File: config.mk
export PLATFORM = sky130hd
export DESIGN_NAME = store_m
export DESIGN_NICKNAME = d
export VERILOG_FILES = /design/src/rtl/store_m.sv
export SDC_FILE = /design/constraint.sdc
export NUM_CORES = 1
export LEC_CHECK = 0
export BUFFER_PORTS_ARGS = -buffer_cell sky130_fd_sc_hd__buf_2
export CAP_MARGIN = 20
export CORE_MARGIN = 2
export CORE_UTILIZATION = 38
export CTS_BUF_LIST = sky130_fd_sc_hd__clkbuf_8
export CTS_CLUSTER_SIZE = 30
export DETAILED_ROUTE_END_ITERATION = 10
export PLACE_DENSITY_LB_ADDON = 0.12
export REMOVE_ABC_BUFFERS = 1
export SYNTH_ARGS = -nofsm -noshare
export SYNTH_HDL_FRONTEND = slang
export SYNTH_SLANG_ARGS = --single-unit
File: constraint.sdc
create_clock -name clk -period 23.4 [get_ports clk]
set_clock_uncertainty 0.1 [all_clocks]
set_input_delay 2.34 -clock clk [delete_from_list [all_inputs] [get_ports clk]]
set_output_delay 2.34 -clock clk [all_outputs]
set_load 0.01 [all_outputs]
File: src/rtl/store_m.sv
`default_nettype none
// ============================================================================
// Module   : store_m
// Purpose  : Tile-to-byte store engine. Accepts a store request (base byte
//            address + length in bits), then receives TILE_WIDTH-bit tiles
//            and writes each one to a byte-wide memory, most significant byte
//            first. Writes beyond the requested length are suppressed.
// Ports    : clk, rst        - clock, asynchronous active-high reset
//            valid_in        - start request (sampled only when idle)
//            dram_addr       - 24-bit base byte address
//            length          - 20-bit transfer length in bits
//            tile_in/valid   - tile data and its valid strobe
//            tile_ready      - tile accepted this cycle when tile_valid=1
//            mem_we/addr/din - byte write port
//            tile_done       - one-cycle pulse after each tile is written
//            valid_out       - store complete, held until the next start
//            busy            - engine not idle
// Revision : 1.0 - initial release
// ============================================================================
module store_m #(
  parameter int TILE_WIDTH = 256
) (
  input  logic                  clk,
  input  logic                  rst,
  input  logic                  valid_in,
  input  logic [23:0]           dram_addr,
  input  logic [19:0]           length,
  input  logic [TILE_WIDTH-1:0] tile_in,
  input  logic                  tile_valid,
  output logic                  tile_ready,
  output logic                  mem_we,
  output logic [23:0]           mem_addr,
  output logic [7:0]            mem_din,
  output logic                  tile_done,
  output logic                  valid_out,
  output logic                  busy
);

  localparam int NUM_BYTES = TILE_WIDTH / 8;
  localparam int BC_W      = (NUM_BYTES > 1) ? $clog2(NUM_BYTES) : 1;
  // Length comparisons are done at 32 bits so sums never overflow.
  localparam int CMP_W     = 32;
  localparam logic [BC_W-1:0] c_last_byte = BC_W'(NUM_BYTES - 1);

  typedef enum logic [2:0] {
    ST_IDLE      = 3'd0,
    ST_WAIT_TILE = 3'd1,
    ST_WRITING   = 3'd2,
    ST_NEXT_TILE = 3'd3,
    ST_DONE      = 3'd4
  } state_t;

  state_t                r_state;
  state_t                w_state_nxt;
  logic [23:0]           r_wr_ptr;
  logic [19:0]           r_length;
  logic [19:0]           r_length_cnt;
  logic [BC_W-1:0]       r_byte_cnt;
  logic [TILE_WIDTH-1:0] r_tile_buf;
  logic                  r_valid_out;

  logic [CMP_W-1:0]      w_bit_pos;
  logic                  w_byte_live;
  logic                  w_more_tiles;
  logic [BC_W+2:0]       w_sel_lo;

  // Bit offset of the current byte within the whole transfer.
  assign w_bit_pos    = CMP_W'(r_length_cnt) + (CMP_W'(r_byte_cnt) << 3);
  // A byte is written if any of its bits lie inside the length, so a partial
  // final byte is still written whole.
  assign w_byte_live  = (w_bit_pos < CMP_W'(r_length));
  assign w_more_tiles = ((CMP_W'(r_length_cnt) + CMP_W'(TILE_WIDTH)) < CMP_W'(r_length));
  // Byte k of the buffer, counting from the most significant end.
  assign w_sel_lo     = {c_last_byte - r_byte_cnt, 3'b000};

  always_comb begin
    w_state_nxt = r_state;
    case (r_state)
      ST_IDLE: begin
        if (valid_in) begin
          w_state_nxt = (length == 20'd0) ? ST_DONE : ST_WAIT_TILE;
        end
      end
      ST_WAIT_TILE: begin
        if (tile_valid) begin
          w_state_nxt = ST_WRITING;
        end
      end
      ST_WRITING: begin
        if (r_byte_cnt == c_last_byte) begin
          w_state_nxt = ST_NEXT_TILE;
        end
      end
      ST_NEXT_TILE: begin
        w_state_nxt = w_more_tiles ? ST_WAIT_TILE : ST_DONE;
      end
      ST_DONE: begin
        w_state_nxt = ST_IDLE;
      end
      default: begin
        w_state_nxt = ST_IDLE;
      end
    endcase
  end

  always_ff @(posedge clk or posedge rst) begin
    if (rst) begin
      r_state      <= ST_IDLE;
      r_wr_ptr     <= '0;
      r_length     <= '0;
      r_length_cnt <= '0;
      r_byte_cnt   <= '0;
      r_tile_buf   <= '0;
      r_valid_out  <= 1'b0;
    end else begin
      r_state <= w_state_nxt;
      case (r_state)
        ST_IDLE: begin
          if (valid_in) begin
            r_wr_ptr     <= dram_addr;
            r_length     <= length;
            r_length_cnt <= '0;
            // A zero-length store completes immediately via DONE.
            r_valid_out  <= (length == 20'd0);
          end
        end
        ST_WAIT_TILE: begin
          if (tile_valid) begin
            r_tile_buf <= tile_in;
            r_byte_cnt <= '0;
          end
        end
        ST_WRITING: begin
          if (w_byte_live) begin
            r_wr_ptr <= r_wr_ptr + 24'd1;
          end
          r_byte_cnt <= r_byte_cnt + BC_W'(1);
        end
        ST_NEXT_TILE: begin
          r_length_cnt <= r_length_cnt + 20'(TILE_WIDTH);
          if (!w_more_tiles) begin
            r_valid_out <= 1'b1;
          end
        end
        default: begin
        end
      endcase
    end
  end

  assign tile_ready = (r_state == ST_WAIT_TILE);
  assign mem_we     = (r_state == ST_WRITING) && w_byte_live;
  assign mem_addr   = r_wr_ptr;
  assign mem_din    = r_tile_buf[w_sel_lo +: 8];
  assign tile_done  = (r_state == ST_NEXT_TILE);
  assign valid_out  = r_valid_out;
  assign busy       = (r_state != ST_IDLE);

endmodule
`default_nettype wire
Word level (Yosys, flattened, before mapping)
Index checks and enable logic that the tools add are counted.
{ "totals": {"register_bits": 329, "in_bits": 304, "out_inout_bits": 37, "wordCells": 55} }
{ "classes": {"add_sub_neg": 6, "magnitude_cmp": 2, "n_eq_ne": 9, "shifts": 1, "n_mux": 16, "reduce_logical": 14} }
{ "ops": {"columns": ["operator", "n"], "rows": [
  ["256-bit by 9-bit variable part select with 8-bit output", 1],
  ["24-bit 2-to-1 mux", 2],
  ["24-bit case mux with 2 select lines", 1],
  ["21-bit by 20-bit < comparator with 1-bit output", 2],
  ["20-bit case mux with 2 select lines", 1],
  ["24-bit by 1-bit adder with 24-bit output, second input constant", 1],
  ["20-bit by 8-bit adder with 21-bit output", 1],
  ["20-bit by 9-bit adder with 21-bit output, second input constant", 1],
  ["20-bit by 9-bit adder with 20-bit output, second input constant", 1],
  ["20-bit logical NOT", 1],
  ["20-bit 2-to-1 mux", 1],
  ["3-bit 2-to-1 mux", 5],
  ["3-bit case mux with 4 select lines", 1],
  ["2-bit != test, second input constant", 5],
  ["5-bit case mux with 2 select lines", 1],
  ["3-bit AND reduction", 3],
  ["2-bit AND reduction", 4],
  ["3-bit by 2-bit equality test with 1-bit output, second input constant", 2],
  ["2-bit nonzero test", 3],
  ["5-bit by 1-bit adder with 5-bit output, second input constant", 1],
  ["5-bit equality test, second input constant", 1],
  ["5-bit 2-to-1 mux", 1],
  ["5-bit subtractor, first input constant", 1],
  ["3-bit by 1-bit equality test with 1-bit output, second input constant", 1],
  ["5 further kinds", 6]
]} }

Longest topological paths before layout
Gate-level depths: netlist of run 1.
{ "logic_depth": {"word_depth": 4, "ltp_mapped": 14, "depth_no_buf": 12} }

Worst setup path after synthesis of run 1
OpenSTA, ideal clock, no wires.
{ "synth_path": {"path_kind": "flip-flop to output port", "start": "reg r_byte_cnt[0]", "end": "out mem_din[0]", "t_arrival_ns": 2.247, "required_ns": 20.960, "setup_slack_ns": 18.713, "path_stages_with_launch": 6, "path_buffers": 2, "path_cell_list": "dfrtp_1 clkbuf_1 buf_1 mux4_2 mux4_2 mux2_2"} }
{ "synth_between": {"elab_chain_cells": 2} }
{ "synth_rtl": {"columns": ["item", "line_no", "source"], "rows": [
  ["from (decl)", "58", "logic [BC_W-1:0] r_byte_cnt;"],
  ["from (signal assigned)", "137", "r_byte_cnt <= r_byte_cnt + BC_W'(1);"],
  ["5-bit subtractor", "74", "assign w_sel_lo = {c_last_byte - r_byte_cnt, 3'b000};"],
  ["256-bit by 9-bit variable part select with 8-bit output", "154", "assign mem_din = r_tile_buf[w_sel_lo +: 8];"],
  ["to (decl)", "33", "output logic [7:0] mem_din,"]
]} }
No other way between the ends.

Worst setup path after layout of run 1
{ "layout_path": {"start": "reg r_byte_cnt[0]", "end": "out mem_din[2]"} }
The elaborated chain is that of the path after synthesis.

==> key figures, run 1 <==
STA
  – Peak Freq: approximately 160 MHz
  – Setup TNS: 0 ns
  – Minimum clock period: around 6.3 ns
  – Unrepaired setup endpoints after global routing: false
  – Slew HR: 27.3%
  – Fin worst setup slack: around 17 ns
  – Slew of the pin with the lowest slew margin: around 1.1 ns
  – Max Slew Vio Count: 0
  – Endpoints failing setup: 0
  – Final worst-path cycle share: a little over a quarter
  – Final Hold Viols: 0

Yosys
  – Mapped Cells: 1,166
  – Yosys top cell area share: between 50% and 60%
  – Top cell type by total area after synthesis: dfrtp_1
  – EDFF count, synth: 0
  – Sequential-to-total area share from yosys stat: 51.4%
  – Synth area leaders: dfrtp_1 (51%), mux2_2 (19%), mux4_2 (12%)
  – Distinct cells, synth: 50
  – Syn avg cell area: 13.4 sq um
  – Post-Syn Area: ~16,000 sq um
  – Synthesis-stage register bit count: approximately 320
  – Top_reg_cell synth: dfrtp_1
  – Async set-or-reset flop fraction in the synthesized netlist: between 90% and 100%
  – Ys Warns: 0

Worst setup path
  – Crit path max fanout: 37
  – Crit start category: flip-flop
  – Arr. time, crit path: approximately 3.8 ns
  – CP Capture Type: output port
  – Critical Path RT: ~21 ns
  – WS Path Type: flip-flop to output port

Die
  – I/O pin cnt: about 340
  – Die Width: roughly 210 microns
  – Chip height: about 210 microns
  – Initial Utilization: 38.4%
  – Row count: between 70 and 80
  – Core footprint: around 41,000 sq um
  – Die Area: approximately 43,000 sq um

Global route
  – Overflow left after global routing: 0
  – Initial antenna violation count: 35
  – Global-route wire length before repair: ~64,000 microns
  – Maximum number of pins on one net before global-route repair: between 100 and 150
  – Vias in the first global route: approximately 11,000
  – Total GRT Usage: roughly a fifth

Placement
  – Hpwl dp: slightly below 30,000 microns
  – Pre-CTS WS: around 18 ns
  – GP Congestion: 0.839
  – I/O Buffers: 340

Final layout
  – Area grow syn2layout: 21.4%
  – Share of layout cells above drive strength 1: ~50%
  – Nets: about 1,800
  – Commonest non-fill, non-tap cell in the layout: buf_2
  – Commonest non-fill, non-tap cells in the layout: buf_2 (340), dfrtp_1 (319), mux2_2 (264)

Power
  – Worst VDD drop: 0.0575 mV
  – Pwr Density: approximately 130 nW/um^2
  – P_leak: between 8 and 9 nW

Clock tree
  – Setup bufs post-CTS: 0
  – Clock sink count: approximately 320
  – Max clock buf depth: 3
  – Clock latency at the later pin of the worst-skew pair: between 0.6 and 0.7 ns
  – H-Tree Depth: 2
  – Clk pin slew, worst setup/hold paths: 0.06 ns
  – CTS tree: done
  – Post-CTS Hold Fix Bufs: 0
  – CTS Buf Count: between 50 and 60
  – Clock root cell: clkbuf_8
  – Post-cts gate resize count: 0

Drt
  – Pre-Repair DR Iteration Count: 5
  – Residual DRC count: 0
  – Routed WL: 41,800 microns
  – Vias/cell: roughly 5.2
  – Routed vias: about 11,000
  – ANT nets after route: 0
  – DR WL/cell: 20.0 microns
  – Starting DRT DRC Count: approximately 500

Run
  – Max Cap Viol: 0

Worst hold path
  – Hold WC Path Type: flip-flop to flip-flop

Outcome
  – Outcome: finished, final reports clean
## where the power goes
part | switching, mW | internal (mW)
Combinational | 0.377 | 0.549
Sequential | 0.188 | 0.829
Clock | 0.242 | 0.288
## metrics by stage
step | power (mW) | instances | cell area (sq um) | hold WS [ns] | util [%]
2_1_floorplan | 1.76 | 1087 | 15300 | 0.347 | -
3_3_place_gp | 1.94 | 1970 | 17700 | 0.362 | 43.6
3_5_place_dp | 1.97 | 1970 | 17700 | 0.368 | 43.6
4_1_cts | 2.51 | 2073 | 18900 | 0.386 | 46.4
5_1_grt | 2.65 | 2084 | 19000 | 0.412 | 46.5
6_report | 2.47 | 2090 | 19000 | 0.381 | 46.6
## layout make-up
type | instances | area [sq um]
antenna | 16 | 40.0
clock buffer | 72 | 991
fill | 3832 | 21800
sequential | 321 | 8040
multi-input combinational | 735 | 7130
timing repair buffer | 352 | 1810
inverter | 31 | 124
clock inverter | 31 | 171
tap | 532 | 666
## path summary, 6_finish.rpt
kind                       cells after the start              to  slack [ns]       startpoint
hold reg to reg                                2     r_length[1]        0.38      r_length[1]
setup reg to reg                              12      r_state[0]       19.92  r_length_cnt[8]
setup / recovery                               5      mem_din[2]       17.14    r_byte_cnt[0]
max in group asynchronous                      3  r_tile_buf[58]       19.97              rst
min in group asynchronous                      2    mem_addr[11]        1.71              rst
hold / removal                                 2     r_length[1]        0.38      r_length[1]
## registers in the layout, indices dropped and copies added, names as in the netlist
signal,count
valid_out,1
r_byte_cnt,5
mem_addr,24
r_tile_buf,256
r_state,3
r_length_cnt,12
r_length,20
## worst max-delay path, stage by stage (launching register included)
cell     delay [ns]
dfrtp_4        0.89
buf_4          0.73
mux4_2         0.58
mux4_2         0.53
mux2_2         0.30
buf_2          0.14
## per-layer routing
| layer | up-vias | wire, microns | share of wire, % | global-route usage (%) |
|---|---|---|---|---|
| met4 | 36 | 965 | 2.3 | 6.53 |
| met1 | 5395 | 17200 | 41 | 24.9 |
| met5 | - | 221 | 0.53 | 0 |
| li1 | 5003 | - | - | - |
| met2 | 313 | 19700 | 47 | 31.4 |
| met3 | 99 | 3670 | 8.8 | 7.25 |
## cells in the mapped netlist, types with 2 or more instances
library cell	number
nor3_1	8
a211oi_1	3
o31ai_1	7
a21oi_1	54
nand2_1	86
mux4_2	81
dfrtp_1	321
nand4_1	15
or3_1	3
nand3_1	21
buf_6	5
inv_1	29
buf_1	7
o21ai_0	56
xnor2_1	11
nor4_1	7
buf_2	24
mux2i_1	2
mux2_2	264
nor2_1	26
a21o_1	5
clkbuf_1	43
and2_1	4
a31oi_1	4
xor2_1	7
and3_1	3
o21a_1	2
o22ai_1	13
ha_1	34
## kinds of logic (layout without fill, tap and decap cells)
logic type                 after synthesis  count (layout)  synth area share [%]
muxes                                  347             347                  30.8
DFF                                    321             321                  51.4
and+or+nand+nor                        180             180                  5.24
AOI/OAI and AO/OA                      155             155                  5.73
buffers and inverters                  110             486                  3.07
adders and majority gates               34              34                  2.72
xor gates and xnor gates                18              18                  1.01
other                                    1              17                0.0240
No activity file was read; power rests on OpenSTA's default activity.
==> run 2, diff against run 1 <==
==> constraint.sdc (replaced) <==
create_clock -name clk -period 6.48 [get_ports clk]
set_clock_uncertainty 0.1 [all_clocks]
set_input_delay 0.648 -clock clk [delete_from_list [all_inputs] [get_ports clk]]
set_output_delay 0.648 -clock clk [all_outputs]
set_load 0.01 [all_outputs]
==> run 2 against run 1 <==
Net effect:
- global-route usage shrank 0.31 points
- first-iteration DRC count grew 16%
- sequential cell count is the same
- critical endpoint unchanged
- largest cell class unchanged
- combinational power grew to 3.6 times the previous value
==> key figures, run 2 (synthesis gave the netlist of run 1 again) <==
Outcome
  – Outcome: finished, final reports clean (unchanged)

Placement
  – I/O Buffers: 340 (unchanged)
  – Hpwl dp: 28,700 microns (was 29,000 microns)
  – Pre-CTS WS: 2.74 ns (was 17.69 ns)
  – DP Area: 17,800 sq um (was 17,700 sq um)
  – GP Congestion: 0.860 (was 0.839)

Worst setup path
  – Arr. time, crit path: 3.55 ns (was 3.82 ns)
  – Slowest cell on the critical path: dfrtp_4 (unchanged)
  – CP Capture Type: output port (unchanged)
  – R2r worst-path depth: 9 (was 12)
  – R2r setup slk: 3.09 ns (was 19.92 ns)
  – RR Endpoint: mem_addr[9] (was r_state[0])
  – Worst r2r src: r_byte_cnt[1] (was r_length_cnt[8])
  – Crit start category: flip-flop (unchanged)
  – Crit path max fanout: 36 (was 37)
  – Max incr delay on CP: 0.89 ns (about the same)
  – WS Path Type: flip-flop to output port (unchanged)
  – Most used cell, CP: mux4_2 (unchanged)
  – Critical Path RT: 5.73 ns (was 20.96 ns)
  – Critical-path cell list: buf_4 > mux4_2 > mux4_2 > mux2_2 > buf_2 (unchanged)

Global route
  – Vias in the first global route: 11,100 (was 11,300)
  – Global-route wire length before repair: 63,100 microns (was 64,200 microns)
  – Total GRT Usage: 19.4% (was 19.7%)
  – Overflow left after global routing: 0 (unchanged)
  – Maximum number of pins on one net before global-route repair: 176 (was 116)
  – Initial antenna violation count: 32 (was 35)

Die
  – Initial Utilization: 38.4% (unchanged)
  – Die Area: 42,800 sq um (unchanged)
  – Row count: 74 (unchanged)
  – I/O pin cnt: 341 (unchanged)
  – Chip height: 207 microns (unchanged)
  – Core footprint: 40,700 sq um (unchanged)
  – Die Width: 207 microns (unchanged)

Power
  – Psw: 2.85 mW (was 807 uW)
  – Clock power share: 19.4% (was 21.4%)
  – Power share of the combinational group: 38.5% (was 37.5%)
  – Pwr Density: 463 nW/um^2 (was 130 nW/um^2)
  – Sw Ratio: 32.7% (was 32.6%)
  – Flop pwr share: 42.2% (was 41.1%)
  – P_leak: 8.30 nW (was 8.39 nW)
  – Total power: 8.71 mW (was 2.47 mW)
  – Worst VDD drop: 0.188 mV (was 0.0575 mV)
  – Internal: 5.86 mW (was 1.67 mW)

Clock tree
  – Clock root cell: clkbuf_8 (unchanged)
  – Post-cts gate resize count: 0 (unchanged)
  – CTS Buf Count: 57 (unchanged)
  – H-Tree Depth: 2 (unchanged)
  – Clk pin slew, worst setup/hold paths: 0.06 ns (about the same)
  – CTS tree: done (unchanged)
  – Clock sink count: 321 (unchanged)
  – Post-CTS Hold Fix Bufs: 0 (unchanged)
  – Setup bufs post-CTS: 0 (unchanged)
  – Max clock buf depth: 3 (unchanged)
  – Clock latency at the later pin of the worst-skew pair: 0.62 ns (was 0.64 ns)

STA
  – Unrepaired setup endpoints after global routing: false (unchanged)
  – Peak Freq: 233 MHz
  – Slew HR: 28.7% (was 27.3%)
  – Max Slew Vio Count: 0 (unchanged)
  – Fin worst setup slack: 2.19 ns (was 17.14 ns)
  – Final worst-path cycle share: between 60% and 70%
  – Slew of the pin with the lowest slew margin: 1.07 ns (was 1.09 ns)
  – Endpoints failing setup: 0 (unchanged)
  – Minimum clock period: about 4.3 ns
  – Final Hold Viols: 0 (unchanged)

Final layout
  – Commonest non-fill, non-tap cells in the layout: buf_2 (340), dfrtp_1 (319), mux2_2 (264) (unchanged)
  – Biggest register: r_tile_buf (unchanged)
  – Commonest non-fill, non-tap cell in the layout: buf_2 (unchanged)
  – Number of flip-flops under the largest register name: 256 (unchanged)
  – Design area: 18,800 sq um (was 19,000 sq um)
  – Area grow syn2layout: 20.2% (was 21.4%)
  – Share of layout cells above drive strength 1: 50.4% (was 50.9%)
  – Core Util, Final: 46.1% (was 46.6%)
  – Nets: 1,835 (was 1,836)

Drt
  – Vias/cell: 5.16 (was 5.19)
  – Pre-Repair DR Iteration Count: 5 (unchanged)
  – Routed WL: 41,300 microns (was 41,800 microns)
  – ANT nets after route: 0 (unchanged)
  – Residual DRC count: 0 (unchanged)
  – Routed vias: 10,700 (was 10,800)
  – Starting DRT DRC Count: 593 (was 512)
  – DR WL/cell: 19.9 microns (was 20.0 microns)

Worst hold path
  – Hold WC Path Type: input pin to async pin (was flip-flop to flip-flop)

Run
  – Max Cap Viol: 0 (unchanged)
run 2: final cells by class:
class | count | area (sq um)
fillers | 3846 | 21900
flip-flops and latches | 321 | 8040
multi-input cells | 735 | 7130
repair buffers | 351 | 1810
clock buffers | 63 | 867
well taps | 532 | 666
inverters | 31 | 124
clock inverters | 28 | 114
diodes | 17 | 42.5
run 2: worst max-delay path, delay by kind of cell, from the launching register on:
kind | cells | cell delay [ns]
mux | 3 | 1.37
flops | 1 | 0.89
buf+inv | 2 | 0.62
run 2: power by group through the flow:
stage / logic, mW / registers (mW) / clock network (mW)
after floorplan: 2.81 / 3.53 / 0
after detailed placement: 3.39 / 3.72 / 0
after CTS: 3.40 / 3.69 / 1.77
final: 3.35 / 3.67 / 1.69
after global placement: 3.31 / 3.71 / 0
after global routing: 3.69 / 3.81 / 1.87
run 2: through the flow:
step                      hold slack, ns  std cells  setup TNS [ns]
after detailed placement           0.372       1970               0
after global routing              0.0555       2072               0
after global placement             0.361       1970               0
final                             0.0413       2078               0
after floorplan                    0.347       1087        -1298.69
after CTS                        0.00917       2061               0
run 2: metal layers:
| metal | share of wire (%) | vias up | GRT usage [%] | wire length, microns |
|---|---|---|---|---|
| met5 | 0.50 | - | 0 | 207 |
| met4 | 2.3 | 34 | 7.02 | 945 |
| met3 | 8.0 | 99 | 6.78 | 3310 |
| met2 | 48 | 315 | 30.7 | 19600 |
| met1 | 42 | 5276 | 24.7 | 17200 |
| li1 | - | 4991 | - | - |
run 2: worst max-delay path by stage:
stage / startpoint / endpoint / slack [ns]
6_report: r_byte_cnt[0] / mem_din[2] / 2.19
5_1_grt: r_byte_cnt[0] / mem_din[2] / 1.92
4_1_cts: r_byte_cnt[0] / mem_din[2] / 2.01
3_5_place_dp: r_byte_cnt[0] / mem_din[2] / 2.74
3_3_place_gp: r_byte_cnt[0] / mem_din[2] / 2.74
2_1_floorplan: rst / mem_addr[0] / -3.15
